$ cat config.mk
export PLATFORM = sky130hd
export DESIGN_NAME = arpeggio_sequencer
export DESIGN_NICKNAME = d
export VERILOG_FILES = /design/src/rtl/arpeggio_sequencer.sv
export SDC_FILE = /design/constraint.sdc
export NUM_CORES = 1
export LEC_CHECK = 0
export ABC_CLOCK_PERIOD_IN_PS = 26600
export BUFFER_PORTS_ARGS = -buffer_cell sky130_fd_sc_hd__buf_4
export CORE_UTILIZATION = 65
export DETAILED_ROUTE_END_ITERATION = 10
export PLACE_DENSITY = 0.93
export RECOVER_POWER = 50
export SLEW_MARGIN = 40
export SYNTH_ARGS = -nofsm -noshare
export SYNTH_HDL_FRONTEND = slang
export SYNTH_SLANG_ARGS = --single-unit
export TNS_END_PERCENT = 10
$ cat constraint.sdc
create_clock -name CLK100MHZ -period 26.6 [get_ports CLK100MHZ]
set_input_delay 5.32 -clock CLK100MHZ [delete_from_list [all_inputs] [get_ports CLK100MHZ]]
set_output_delay 5.32 -clock CLK100MHZ [all_outputs]
set_load 0.02 [all_outputs]
$ cat src/rtl/arpeggio_sequencer.sv
// Arpeggiator core: steps a sine-table read address at a rate set by the base pitch
// and the current note of an up/down/up-down/hold pattern.
module arpeggio_sequencer #(
   parameter int NOTES       = 4,
   parameter int NOTE_TICKS  = 50_000_000,
   parameter int SW_BITS     = 8,
   parameter int BASE_OFFSET = 746,
   parameter int DIV_BITS    = 12,
   parameter int ADDR_BITS   = 8
) (
   input  logic                 CLK100MHZ,
   input  logic                 CPU_RESETN,
   input  logic [SW_BITS-1:0]   base_sel,
   input  logic [1:0]           mode,
   input  logic                 toggle,
   output logic [ADDR_BITS-1:0] addra,
   output logic                 addr_step,
   output logic [2:0]           note_idx,
   output logic                 note_strobe,
   output logic                 arp_active
);

   localparam int TW = (NOTE_TICKS > 1) ? $clog2(NOTE_TICKS) : 1;
   localparam int PW = DIV_BITS + 3;
   localparam logic [2:0]          LAST_NOTE = 3'(NOTES - 1);
   localparam logic [TW-1:0]       TMR_LAST  = TW'(NOTE_TICKS - 1);
   localparam logic [DIV_BITS-1:0] BASE_DIV  = DIV_BITS'(BASE_OFFSET);

   localparam logic [1:0] MODE_HOLD   = 2'b00;
   localparam logic [1:0] MODE_UP     = 2'b01;
   localparam logic [1:0] MODE_DOWN   = 2'b10;
   localparam logic [1:0] MODE_BOUNCE = 2'b11;

   typedef enum logic {DIR_UP, DIR_DOWN} dir_t;

   function automatic logic [2:0] ratio_num(input logic [2:0] i);
      case (i)
         3'd1:       ratio_num = 3'd4;
         3'd2, 3'd4: ratio_num = 3'd2;
         default:    ratio_num = 3'd1;
      endcase
   endfunction

   function automatic logic [2:0] ratio_den(input logic [2:0] i);
      case (i)
         3'd0:             ratio_den = 3'd1;
         3'd2, 3'd5:       ratio_den = 3'd3;
         3'd3:             ratio_den = 3'd2;
         3'd6:             ratio_den = 3'd4;
         default:          ratio_den = 3'd5;
      endcase
   endfunction

   // A zero divider would stall the step counter, so the floor is one cycle.
   function automatic logic [DIV_BITS-1:0] sat_div(input logic [PW-1:0] q);
      sat_div = (q == '0) ? DIV_BITS'(1) : DIV_BITS'(q);
   endfunction

   logic [DIV_BITS-1:0] fb_p1;
   logic [2:0]          idx_p1;
   logic [DIV_BITS-1:0] div_p2;
   logic [PW-1:0]       prod;
   logic [PW-1:0]       quot;
   logic [DIV_BITS-1:0] cnt;
   logic [TW-1:0]       tmr;
   dir_t                dir;

   always_comb begin
      prod = PW'(fb_p1) * PW'(ratio_num(idx_p1));
      quot = prod / PW'(ratio_den(idx_p1));
   end

   // Stage 1: base divider and note index; stage 2: scaled, clamped divider
   always_ff @(posedge CLK100MHZ or negedge CPU_RESETN) begin
      if (!CPU_RESETN) begin
         fb_p1  <= BASE_DIV;
         idx_p1 <= '0;
         div_p2 <= BASE_DIV;
      end else begin
         fb_p1  <= BASE_DIV + DIV_BITS'(base_sel);
         idx_p1 <= note_idx;
         div_p2 <= sat_div(quot);
      end
   end

   // >= rather than == so a shrinking divider fires on the next cycle
   always_ff @(posedge CLK100MHZ or negedge CPU_RESETN) begin
      if (!CPU_RESETN) begin
         cnt       <= '0;
         addra     <= '0;
         addr_step <= 1'b0;
      end else if (cnt >= div_p2 - DIV_BITS'(1)) begin
         cnt       <= '0;
         addra     <= addra + ADDR_BITS'(1);
         addr_step <= 1'b1;
      end else begin
         cnt       <= cnt + DIV_BITS'(1);
         addr_step <= 1'b0;
      end
   end

   // Toggle has priority over a coinciding note-timer terminal count.
   always_ff @(posedge CLK100MHZ or negedge CPU_RESETN) begin
      if (!CPU_RESETN) begin
         tmr         <= '0;
         note_idx    <= '0;
         note_strobe <= 1'b0;
         arp_active  <= 1'b0;
         dir         <= DIR_UP;
      end else begin
         note_strobe <= 1'b0;
         if (toggle) begin
            arp_active <= !arp_active;
            tmr        <= '0;
            dir        <= DIR_UP;
            note_idx   <= (!arp_active && mode == MODE_DOWN) ? LAST_NOTE : 3'd0;
         end else if (arp_active) begin
            if (tmr == TMR_LAST) begin
               tmr <= '0;
               case (mode)
                  MODE_UP: begin
                     note_idx    <= (note_idx == LAST_NOTE) ? 3'd0 : note_idx + 3'd1;
                     note_strobe <= 1'b1;
                  end
                  MODE_DOWN: begin
                     note_idx    <= (note_idx == 3'd0) ? LAST_NOTE : note_idx - 3'd1;
                     note_strobe <= 1'b1;
                  end
                  MODE_BOUNCE: begin
                     note_strobe <= 1'b1;
                     if (note_idx == LAST_NOTE) begin
                        note_idx <= note_idx - 3'd1;
                        dir      <= DIR_DOWN;
                     end else if (note_idx == 3'd0) begin
                        note_idx <= 3'd1;
                        dir      <= DIR_UP;
                     end else if (dir == DIR_UP) begin
                        note_idx <= note_idx + 3'd1;
                     end else begin
                        note_idx <= note_idx - 3'd1;
                     end
                  end
                  default: ;
               endcase
            end else begin
               tmr <= tmr + TW'(1);
            end
         end
      end
   end

endmodule

Yosys cells after proc, flatten, opt, wreduce, memory -nomap -nowiden:

Cells that the tools add are included.

* register bits after elaboration: 79
* output and inout bits: 14
* logic and storage cells: 75

* add/subtract/negate cells: 7
* $mul: 1
* divide/modulo/power cells: 1
* $lt $le $gt $ge: 1
* equal/unequal tests: 11
* muxes and demuxes: 28
* reductions and logical operators: 15

Operator list (number)
* two-way mux 26 bit: 3
* adder 26 x 1 -> 26 bit, second input constant: 1
* equality test 26 bit, second input constant: 1
* two-way mux 12 bit: 2
* two-way mux 3 bit: 8
* divider 15 x 3 -> 15 bit: 1
* zero test 15 bit: 1
* multiplier 11 x 3 -> 14 bit: 1
* adder 12 x 1 -> 12 bit, second input constant: 1
* greater-or-equal comparator 12 bit: 1
* case mux 3 bit (4 select lines): 1
* subtractor 12 x 1 -> 12 bit, second input constant: 1
* adder 10 x 8 -> 11 bit, first input constant: 1
* two-way mux 1 bit: 11
* equality test 3 x 2 -> 1 bit, second input constant: 3
* equality test 3 bit, second input constant: 3
* case mux 3 bit (3 select lines): 1
* adder 8 x 1 -> 8 bit, second input constant: 1
* zero test 3 bit: 2
* case mux 3 bit (2 select lines): 1
* nonzero test 2 bit: 3
* equality test 2 bit, second input constant: 2
* AND reduction 4 bit: 1
* nonzero test 4 bit: 1
* 11 further kinds: 12

Longest topological paths before layout:

Gate-level depths: netlist of the first run.

* word-level depth: 8
* mapped depth: 127

Least setup slack after synthesis of the first run:

No wires, ideal clock.

* kind: register to register
* start point: register idx_p1[2]
* end point: register div_p2[0]
* library setup time: 131 ps
* arrival time: 24144 ps
* required time: 26469 ps
* slack: 2324 ps
* cell stages (with the launch flop): 119
* buffers on the path: 7
* clock period less this slack: 24276 ps
* cell sequence: dfrtp_1 -> buf_4 -> xor2_1 -> a21oi_1 -> and2_1 -> fa_1 -> ha_1 -> o21a_1 -> o21a_1 -> o22ai_1 -> a21oi_1 -> ha_1 -> o211ai_1 -> and2_1 -> mux2_2 -> a31o_2 -> inv_1 -> ha_1 -> [83 not listed] -> nor4_4 -> nand2_2 -> a21oi_1 -> ha_1 -> nor2b_1 -> o21ai_0 -> nand2b_1 -> a211oi_2 -> nand2_2 -> nor2_1 -> a21oi_1 -> ha_1 -> a21o_1 -> a21oi_1 -> or4b_1 -> a311oi_1 -> or4b_1 -> or3_1

* word-level cells in the longest chain between the ends: 7
* elaborated cells between the ends (all ways): 15

Ends and longest elaborated chain
* from (decl): line 60 `logic [2:0] idx_p1;`
* from (signal assigned): line 81 `idx_p1 <= note_idx;`
* equality test 3 x 2 -> 1 bit / equality test 3 bit (equally long branches): line 37, 45
* OR reduction 2 bit: line 37 `case (i)`
* case mux 3 bit (2 select lines): line 37
* multiplier 11 x 3 -> 14 bit: line 69 `prod = PW'(fb_p1) * PW'(ratio_num(idx_p1));`
* divider 15 x 3 -> 15 bit (*): line 70 `quot = prod / PW'(ratio_den(idx_p1));`
* zero test 15 bit: line 56 `sat_div = (q == '0) ? DIV_BITS'(1) : DIV_BITS'(q);`
* two-way mux 12 bit (*): line 56
* to (signal assigned): line 82 `div_p2 <= sat_div(quot);`
* to (decl): line 61 `logic [DIV_BITS-1:0] div_p2;`

Every way passes the cells marked *; elsewhere a longest branch is shown, timed or not.
A chain may end at the register's enable or synchronous reset.

Worst setup path after layout of the first run:

* start point: register idx_p1[0]
* end point: register div_p2[0]

The elaborated chain is that of the path after synthesis.

==> results_dict.tcl, run 1 <==
set metrics [dict create \
    dpl.hpwl_um 17000 \
    wl_um 24400 \
    grt_overflow_total 0 \
    drv_slew 78 \
    cts-htree-levels 3 \
    gp_congestion 0.900 \
    critPathMaxStageDelay_ns 0.50 \
    grt_pass1_vias 8583 \
    cp_slowest_cell "dfrtp_2" \
    skew_ns 0.00932 \
    synth_ff_type "dfrtp_1" \
    start_util_pct 67.4 \
    fin_util_pct 75.0 \
    port_buffers 26 \
    synth-async-reset-ratio_pct 100 \
    synth_warnings 0 \
    seq_area_mm2 0.00194 \
    final_cell_mix "nor2_1, nand2_1, ha_1" \
    critPathLaunchType "flop" \
    synth_area_leader_cell "dfrtp_1" \
    synth_edf_count 0 \
    die_w_um 120 \
    synth_area_mm2 0.00900 \
    post_synth.cell_area_avg_um2 8.18 \
    violations "max-capacitance violations, max-slew violations" \
    multiInputGateArea_mm2 0.00702 \
    vias_per_cell 6.76 \
    slew-limit-headroom_pct -174 \
    hold_class "flop to flop" \
    clk_path_buf_depth 2 \
    fin_crit_ns 25.30 \
    worst_pin_slew_ns 4.11 \
    drive_above_1_share_pct 16.0 \
    drc 0 \
    drtPass1Iterations 7 \
    synth_cell_types 99 \
    clkTransAtPathRegs_ns 0.06 \
    status "finished with violations" \
    fmax_ghz 0.0395 \
    yosysSeqAreaShare_pct 21.6 \
    place_area_mm2 0.00938 \
    setup-violations-final 0 \
    antenna_left 0 \
    worstSetupEndpointType "flop" \
    hold_viol 0 \
    io_pins 27 \
    final_area_mm2 0.0100 \
    wl_per_cell_um 18.5 \
    clkLatencyLatePin_ns 0.34 \
    via_count 8911 \
    netlist_instances 1100 \
    synth_seq_cells 77 \
    ctsHoldBuffers 0 \
    path_class "flop to flop" \
    grt_use_total_pct 33.5 \
    num_rows 42 \
    tritoncts "yes" \
    final_common_cell "nor2_1" \
    root_buffer "clkbuf_16" \
    grt_max_degree 78 \
    cts.sinks 77 \
    antennaDiodeCount 0 \
    setup_tns_ns 0 \
    drv_cap 1 \
    nets 1236 \
    area_growth_syn_to_layout_pct 11.3 \
    grt_pass1_wl_um 39400 \
    core-area_mm2 0.0133 \
    worstPathMaxFanout 11 \
    die-area_mm2 0.0143 \
    critical_path_required_ns 26.82 \
    antenna_found_initial 0 \
    drtIter0Drc 963 \
    netlist.area_leader.share_pct 18.3 \
    n_fill_cell 880 \
    die_y_um 120 \
    path_common_cell "ha_1" \
    numCtsBuffers 9 \
    critPathArrivalTime_ns 25.52 \
    synthTopCellsByArea "dfrtp_1, ha_1, nor2_1" \
    fin_crit_sh_pct 95.1 \
]
cells by family after synthesis:
kind of cell               Yosys count  synth area share (%)
buffers and inverters               71                  3.17
other                                1                0.0417
DFF                                 77                  21.6
AOI/OAI and AO/OA                  283                  22.3
muxes                               37                  4.53
xor gates and xnor gates            81                  8.26
adders and majority gates           86                  12.7
and+or+nand+nor                    464                  27.4
worst paths after layout:
kind,slack [ns],depth (start not counted),start,end
worst max-delay path,1.30,114,idx_p1[0],div_p2[0]
worst min-delay path,0.48,1,addra[7],addra[7]
worst max register to register,1.30,114,idx_p1[0],div_p2[0]
worst min register to register,0.48,1,addra[7],addra[7]
max in group asynchronous,17.58,1,CPU_RESETN,idx_p1[2]
min in group asynchronous,6.40,1,CPU_RESETN,arp_active
metal layers:
metal	global-route usage, %	share of wire, %	up-vias
li1	-	-	4124
met1	41.3	41	4286
met2	58.5	49	426
met3	5.04	6.3	75
met4	13.6	3.0	0
met5	0	0	-
worst max-delay path: cells and delay by family (launching register included):
| family | cells | cell delay [ns] |
|---|---|---|
| DFF | 1 | 0.50 |
| and+or+nand+nor | 38 | 8.91 |
| buffers and inverters | 6 | 0.70 |
| muxes | 5 | 1.14 |
| adders and majority gates | 15 | 4.65 |
| AOI/OAI and AO/OA | 50 | 9.21 |
what timing repair did:
| item | CTS | global route |
|---|---|---|
| buffers inserted | 0 | 14 |
| pin swaps | 1 | 7 |
| setup endpoints to repair | 1 | 2 |
| gates resized for setup | 12 | 42 |
final cells by class:
| type | count | share of cell area [%] |
|---|---|---|
| Clock inverter | 5 | 0.575 |
| Multi-Input combinational cell | 953 | 70.1 |
| Tap cell | 176 | 2.20 |
| Clock buffer | 11 | 2.52 |
| Timing Repair Buffer | 45 | 3.26 |
| Sequential cell | 77 | 19.4 |
| Inverter | 52 | 1.95 |
through the flow:
stage	setup WS (ns)	cells	hold slack [ns]
2_1_floorplan	2.32	1101	0.469
3_3_place_gp	0.341	1289	0.465
3_5_place_dp	-0.732	1289	0.467
4_1_cts	0.0369	1305	0.479
5_1_grt	-0.197	1319	0.495
6_report	1.30	1319	0.479
state kept, by name, indices dropped and copies added, names as in the netlist:
register and count:
cnt 12, dir 1, tmr 26, addr_step 1, arp_active 1, note_strobe 1, note_idx 3, addra 8
idx_p1 3, fb_p1 9, div_p2 12
cell usage after synthesis (5+ instances only):
cell / n
a21oi_1: 61
and2_1: 26
nor4_1: 16
a211o_1: 6
nor3_1: 39
nand3_1: 33
o21ai_1: 5
nor3b_1: 6
xor2_1: 37
clkbuf_1: 10
buf_2: 6
o22a_1: 7
nand2_1: 82
nand2b_1: 21
mux2_2: 16
nand4_1: 12
o21a_1: 30
dfstp_2: 11
nor2b_1: 16
o22ai_1: 5
o21ai_0: 54
a211oi_1: 13
fa_1: 9
or3_1: 13
nand3b_1: 6
ha_1: 76
o31a_1: 8
or2_2: 11
inv_1: 49
o31ai_1: 7
and3_1: 19
dfrtp_1: 66
and4_1: 5
a21o_1: 9
o211ai_1: 9
xnor2_1: 41
nor2_1: 126
mux2i_1: 17
a31oi_1: 8
Power of run 1 is left out: the tool's default activity adds up to more than one toggle a clock period on the data nets, which glitch-free logic cannot reach.
==> run 2, diff against run 1 <==
--- a/config.mk
+++ b/config.mk
@@ -5,6 +5,7 @@
 export SDC_FILE = /design/constraint.sdc
 export NUM_CORES = 1
 export LEC_CHECK = 0
+export ABC_AREA = 1
 export ABC_CLOCK_PERIOD_IN_PS = 26600
 export BUFFER_PORTS_ARGS = -buffer_cell sky130_fd_sc_hd__buf_4
 export CORE_UTILIZATION = 65
==> run 2 against run 1 <==
Effect of this change: the flow still finishes with violations (max-capacitance violations, max-slew violations); utilization decreased by 3.5 points; sequential cell count stayed put; sequential share of layout area up 0.057 points; routed wire length down 10%; global-route usage is 2.5 points lower; register-to-register slack better by 2.7 ns; worst setup slack improved by 2.7 ns.
==> results_dict.tcl, run 2 <==
set metrics [dict create \
    grt_setup_unrepaired "no" \
    area_growth_syn_to_layout_pct 7.33 \
    worst_pin_slew_ns 4.04 \
    num_rows 43 \
    dpl.hpwl_um 17000 \
    path_common_cell "nand2_1" \
    violations "max-capacitance violations, max-slew violations" \
    gp_congestion 0.969 \
    grt_pass1_wl_um 37600 \
    via_count 9218 \
    drtIter0Drc 724 \
    skew_ns 0.00877 \
    port_buffers 26 \
    io_pins 27 \
    drtPass1Iterations 5 \
    grt_pass1_vias 8567 \
    wl_per_cell_um 13.6 \
    cts-htree-levels 3 \
    die_w_um 122 \
    ctsHoldBuffers 0 \
    critPathLaunchType "flop" \
    hold_class "flop to flop" \
    antennaDiodeCount 0 \
    grt_overflow_total 0 \
    status "finished with violations" \
    postCtsSetupRepairBufs 0 \
    netlist.area_leader.share_pct 17.8 \
    critPathMaxStageDelay_ns 0.54 \
    use_met2_pct 53.7 \
    synth_ff_type "dfrtp_1" \
    synth_edf_count 0 \
    cp_slowest_cell "fa_1" \
    setup-violations-final 0 \
    synth_warnings 0 \
    die_y_um 122 \
    n_fill_cell 1063 \
    post_synth.cell_area_avg_um2 6.62 \
    critPathArrivalTime_ns 22.84 \
    numCtsBuffers 9 \
    worstSetupEndpointType "flop" \
    synth_area_mm2 0.00929 \
    vias_per_cell 5.70 \
    netlist_instances 1402 \
    fmax_ghz 0.0442 \
    reg_top3 "tmr: 26 flops, cnt: 12 flops, div_p2: 12 flops" \
    grt_max_degree 78 \
    largest_reg_flops 26 \
    die-area_mm2 0.0148 \
    whs_path_depth 1 \
    start_util_pct 66.7 \
    clk_path_buf_depth 2 \
    core-area_mm2 0.0139 \
    nets 1531 \
    grt_use_total_pct 31.0 \
    critical_path_required_ns 26.82 \
    met3_usage_pct 3.98 \
    met1_usage_pct 38.8 \
    slew-limit-headroom_pct -169 \
    wl_um 21900 \
    hold_viol 0 \
    final_common_cell "nand2_1" \
    synth-async-reset-ratio_pct 100 \
    drv_slew 78 \
    tritoncts "yes" \
    path_class "flop to flop" \
    fin_crit_ns 22.62 \
    yosysSeqAreaShare_pct 20.9 \
    synthTopCellsByCount "nand2_1, inv_1, nor2_1, nand3_1, ha_1" \
    root_buffer "clkbuf_16" \
    setup_tns_ns 0 \
    antenna_left 0 \
    rr_worst_depth 140 \
    drv_cap 1 \
    fin_crit_sh_pct 85.1 \
    clkTransAtPathRegs_ns 0.07 \
    grt-busiest-layer "met2" \
    synth_area_leader_cell "dfrtp_1" \
    final_cell_mix "nand2_1, inv_1, nor2_1" \
    drive_above_1_share_pct 11.6 \
    clkLatencyLatePin_ns 0.34 \
    post_cts_resize_count 0 \
    synth_seq_cells 77 \
    antenna_found_initial 0 \
    drc 0 \
    regMostFlops "tmr" \
    worstPathMaxFanout 13 \
    cts.sinks 77 \
    synthTopCellsByArea "dfrtp_1, nand2_1, ha_1" \
    synth_cell_types 55 \
    yosys.cell_count.top_type "nand2_1" \
]
-- run 2: worst paths after layout --
path,startpoint,endpoint,slack [ns]
worst max register to register,idx_p1[2],div_p2[0],3.98
worst min-delay path,addra[7],addra[7],0.48
worst min register to register,addra[7],addra[7],0.48
max in group asynchronous,CPU_RESETN,fb_p1[0],17.95
min in group asynchronous,CPU_RESETN,tmr[10],6.37
worst max-delay path,idx_p1[2],div_p2[0],3.98
-- run 2: cells by family (layout without fill, tap and decap cells) --
kind of cell | Yosys count | in the layout | share of synthesized area [%]
AND/OR/NAND/NOR | 774 | 774 | 41.0
buffers and inverters | 264 | 299 | 10.8
AO/OA/AOI/OAI | 136 | 136 | 8.84
adder cells (fa/ha/maj) | 85 | 85 | 12.2
flip-flops | 77 | 77 | 20.9
XOR/XNOR | 64 | 64 | 6.04
other | 1 | 2 | 0.0404
multiplexers | 1 | 1 | 0.121
-- run 2: metrics by stage --
step	cells	utilization, %	instance area (µm²)	worst slack (ns)	hold slack [ns]
floorplan	1403	-	9290	7.21	0.452
global placement	1602	69.4	9670	5.58	0.463
detailed placement	1602	69.4	9670	4.50	0.469
global route	1618	71.5	9970	1.78	0.484
finish	1618	71.5	9970	3.98	0.478
CTS	1618	71.6	9980	4.28	0.481
-- run 2: metal layers --
layer	up-vias	wire length [µm]
met5	-	0
li1	4581	-
met3	73	1000
met4	0	672
met2	303	10700
met1	4261	9540
-- run 2: final cells by class --
cell class	instances	area [µm²]	share of cell area, %
Tap cell	180	225	2.26
Multi-Input combinational cell	1062	6340	63.6
Clock inverter	7	80.1	0.803
Timing Repair Buffer	26	188	1.88
Clock buffer	9	225	2.26
Inverter	257	966	9.69
Sequential cell	77	1940	19.5
-- run 2: worst max-delay path, delay by kind of cell (launching register included) --
kind | cells | cell delay, ns
DFF | 1 | 0.43
buffers and inverters | 26 | 2.27
AOI/OAI and AO/OA | 31 | 5.83
adders and majority gates | 16 | 5.10
and+or+nand+nor | 67 | 8.82
Power of run 2 is left out for the same reason.
==> run 3, diff against run 2 <==
--- a/config.mk
+++ b/config.mk
@@ -7,10 +7,12 @@
 export LEC_CHECK = 0
 export ABC_AREA = 1
 export ABC_CLOCK_PERIOD_IN_PS = 26600
-export BUFFER_PORTS_ARGS = -buffer_cell sky130_fd_sc_hd__buf_4
-export CORE_UTILIZATION = 65
+export CELL_PAD_IN_SITES_DETAIL_PLACEMENT = 0
+export CELL_PAD_IN_SITES_GLOBAL_PLACEMENT = 1
+export CORE_UTILIZATION = 48
 export DETAILED_ROUTE_END_ITERATION = 10
-export PLACE_DENSITY = 0.93
+export DONT_BUFFER_PORTS = 1
+export PLACE_DENSITY = 0.87
 export RECOVER_POWER = 50
 export SLEW_MARGIN = 40
 export SYNTH_ARGS = -nofsm -noshare
==> run 3 against run 2 <==
Effect of this change: clock skew about the same; first-iteration DRC count decreased by 34%; the flow now finishes without violations; non-clock buffer count decreased by 23; critical path type unchanged; critical path depth increased by 1; fmax increased by 1.9%; sequential share of layout area increased by 0.079 points.
==> results_dict.tcl, run 3 (synthesis results as in run 2) <==
set metrics [dict create \
    cts.sinks 77 \
    cp_slowest_cell "fa_1" \
    die_y_um 141 \
    hold_class "flop to flop" \
    core-area_mm2 0.0188 \
    critPathArrivalTime_ns 22.43 \
    clkLatencyLatePin_ns 0.36 \
    gp_congestion 0.881 \
    path_class "flop to flop" \
    cts-htree-levels 3 \
    critical_path_required_ns 26.83 \
    antenna_found_initial 0 \
    fin_crit_sh_pct 83.5 \
    grt_setup_unrepaired "no" \
    worstSetupEndpointType "flop" \
    critPathTopFamily "simple AND/OR/NAND/NOR gates" \
    tritoncts "yes" \
    slew-limit-headroom_pct 47.8 \
    holdWs_ns 0.486 \
    critPathLaunchType "flop" \
    rr_startpoint "idx_p1[1]" \
    vias_per_cell 5.12 \
    setup_tns_ns 0 \
    via_count 8569 \
    grt_overflow_total 0 \
    grt_pass1_wl_um 37100 \
    port_buffers 0 \
    start_util_pct 49.3 \
    root_buffer "clkbuf_16" \
    grt_use_total_pct 22.9 \
    rr_worst_depth 141 \
    reg_top3 "tmr: 26 flops, cnt: 12 flops, div_p2: 12 flops" \
    num_rows 50 \
    post_cts_resize_count 0 \
    ctsHoldBuffers 0 \
    antennaDiodeCount 0 \
    die-area_mm2 0.0199 \
    drv_cap 0 \
    drtIter0Drc 478 \
    clkTransAtPathRegs_ns 0.07 \
    largest_reg_flops 26 \
    drv_slew 0 \
    crit_path_end "div_p2[0]" \
    nets 1508 \
    postCtsSetupRepairBufs 0 \
    regMostFlops "tmr" \
    skew_ns 0.00900 \
    status "finished clean" \
    cp_num_buf_inv 26 \
    setup_slack_ns 4.40 \
    critPathMaxStageDelay_ns 0.53 \
    numCtsBuffers 9 \
    drtPass1Iterations 5 \
    path_common_cell "nand2_1" \
    cp-startpoint "idx_p1[1]" \
    dpl.hpwl_um 17300 \
    io_pins 27 \
    rrSetupSlack_ns 4.40 \
    cp.depth 141 \
    die_w_um 141 \
    hold_viol 0 \
    worstPathMaxFanout 13 \
    antenna_left 0 \
    setup-violations-final 0 \
    drive_above_1_share_pct 10.3 \
    fmax_ghz 0.0450 \
    r2r-end "div_p2[0]" \
    worst_pin_slew_ns 0.782 \
    final_cell_mix "nand2_1, inv_1, nor2_1" \
    final_common_cell "nand2_1" \
    area_growth_syn_to_layout_pct 6.90 \
    clk_path_buf_depth 2 \
    wl_per_cell_um 12.9 \
    wl_um 21600 \
    grt_pass1_vias 7984 \
    fin_crit_ns 22.20 \
    grt_max_degree 78 \
    place_ws_ns 4.47 \
    drc 0 \
]
[run 3: per-stage QoR]
stage                     instance area (µm²)  util, %  std cells
after floorplan                          9290        -       1403
after global placement                   9600     51.0       1659
after detailed placement                 9600     51.0       1659
after CTS                                9930     52.7       1675
after global routing                     9930     52.7       1675
final                                    9930     52.7       1675
[run 3: cell type report]
class                           instances  area [µm²]
Tap cell                              260         325
Multi-Input combinational cell       1062        6340
Clock buffer                            9         225
Clock inverter                          7         105
Timing Repair Buffer                    3        22.5
Fill cell                            1910        8900
Sequential cell                        77        1940
Inverter                              257         966
[run 3: worst register-to-register path: cells and delay by family, from the launching register on]
kind | cells | cell delay [ns]
compound gates | 31 | 5.76
fa+ha+maj | 16 | 5.04
flops | 1 | 0.40
simple gates | 68 | 8.66
buf+inv | 26 | 2.23
[run 3: worst min path at each step]
stage / start / to / depth (start not counted)
finish: cnt[0] / cnt[0] / 1
CTS: cnt[0] / cnt[0] / 1
global placement: cnt[0] / cnt[0] / 1
detailed placement: cnt[0] / cnt[0] / 1
floorplan: dir / dir / 2
global route: cnt[0] / cnt[0] / 1
[run 3: layer usage]
metal	share of wire, %	wire (µm)	GRT usage (%)
met3	3.6	782	3.70
met4	1.1	228	5.84
met2	45	9760	37.1
met5	0	0	0
met1	50	10900	31.7
Power of run 3 is left out for the same reason.
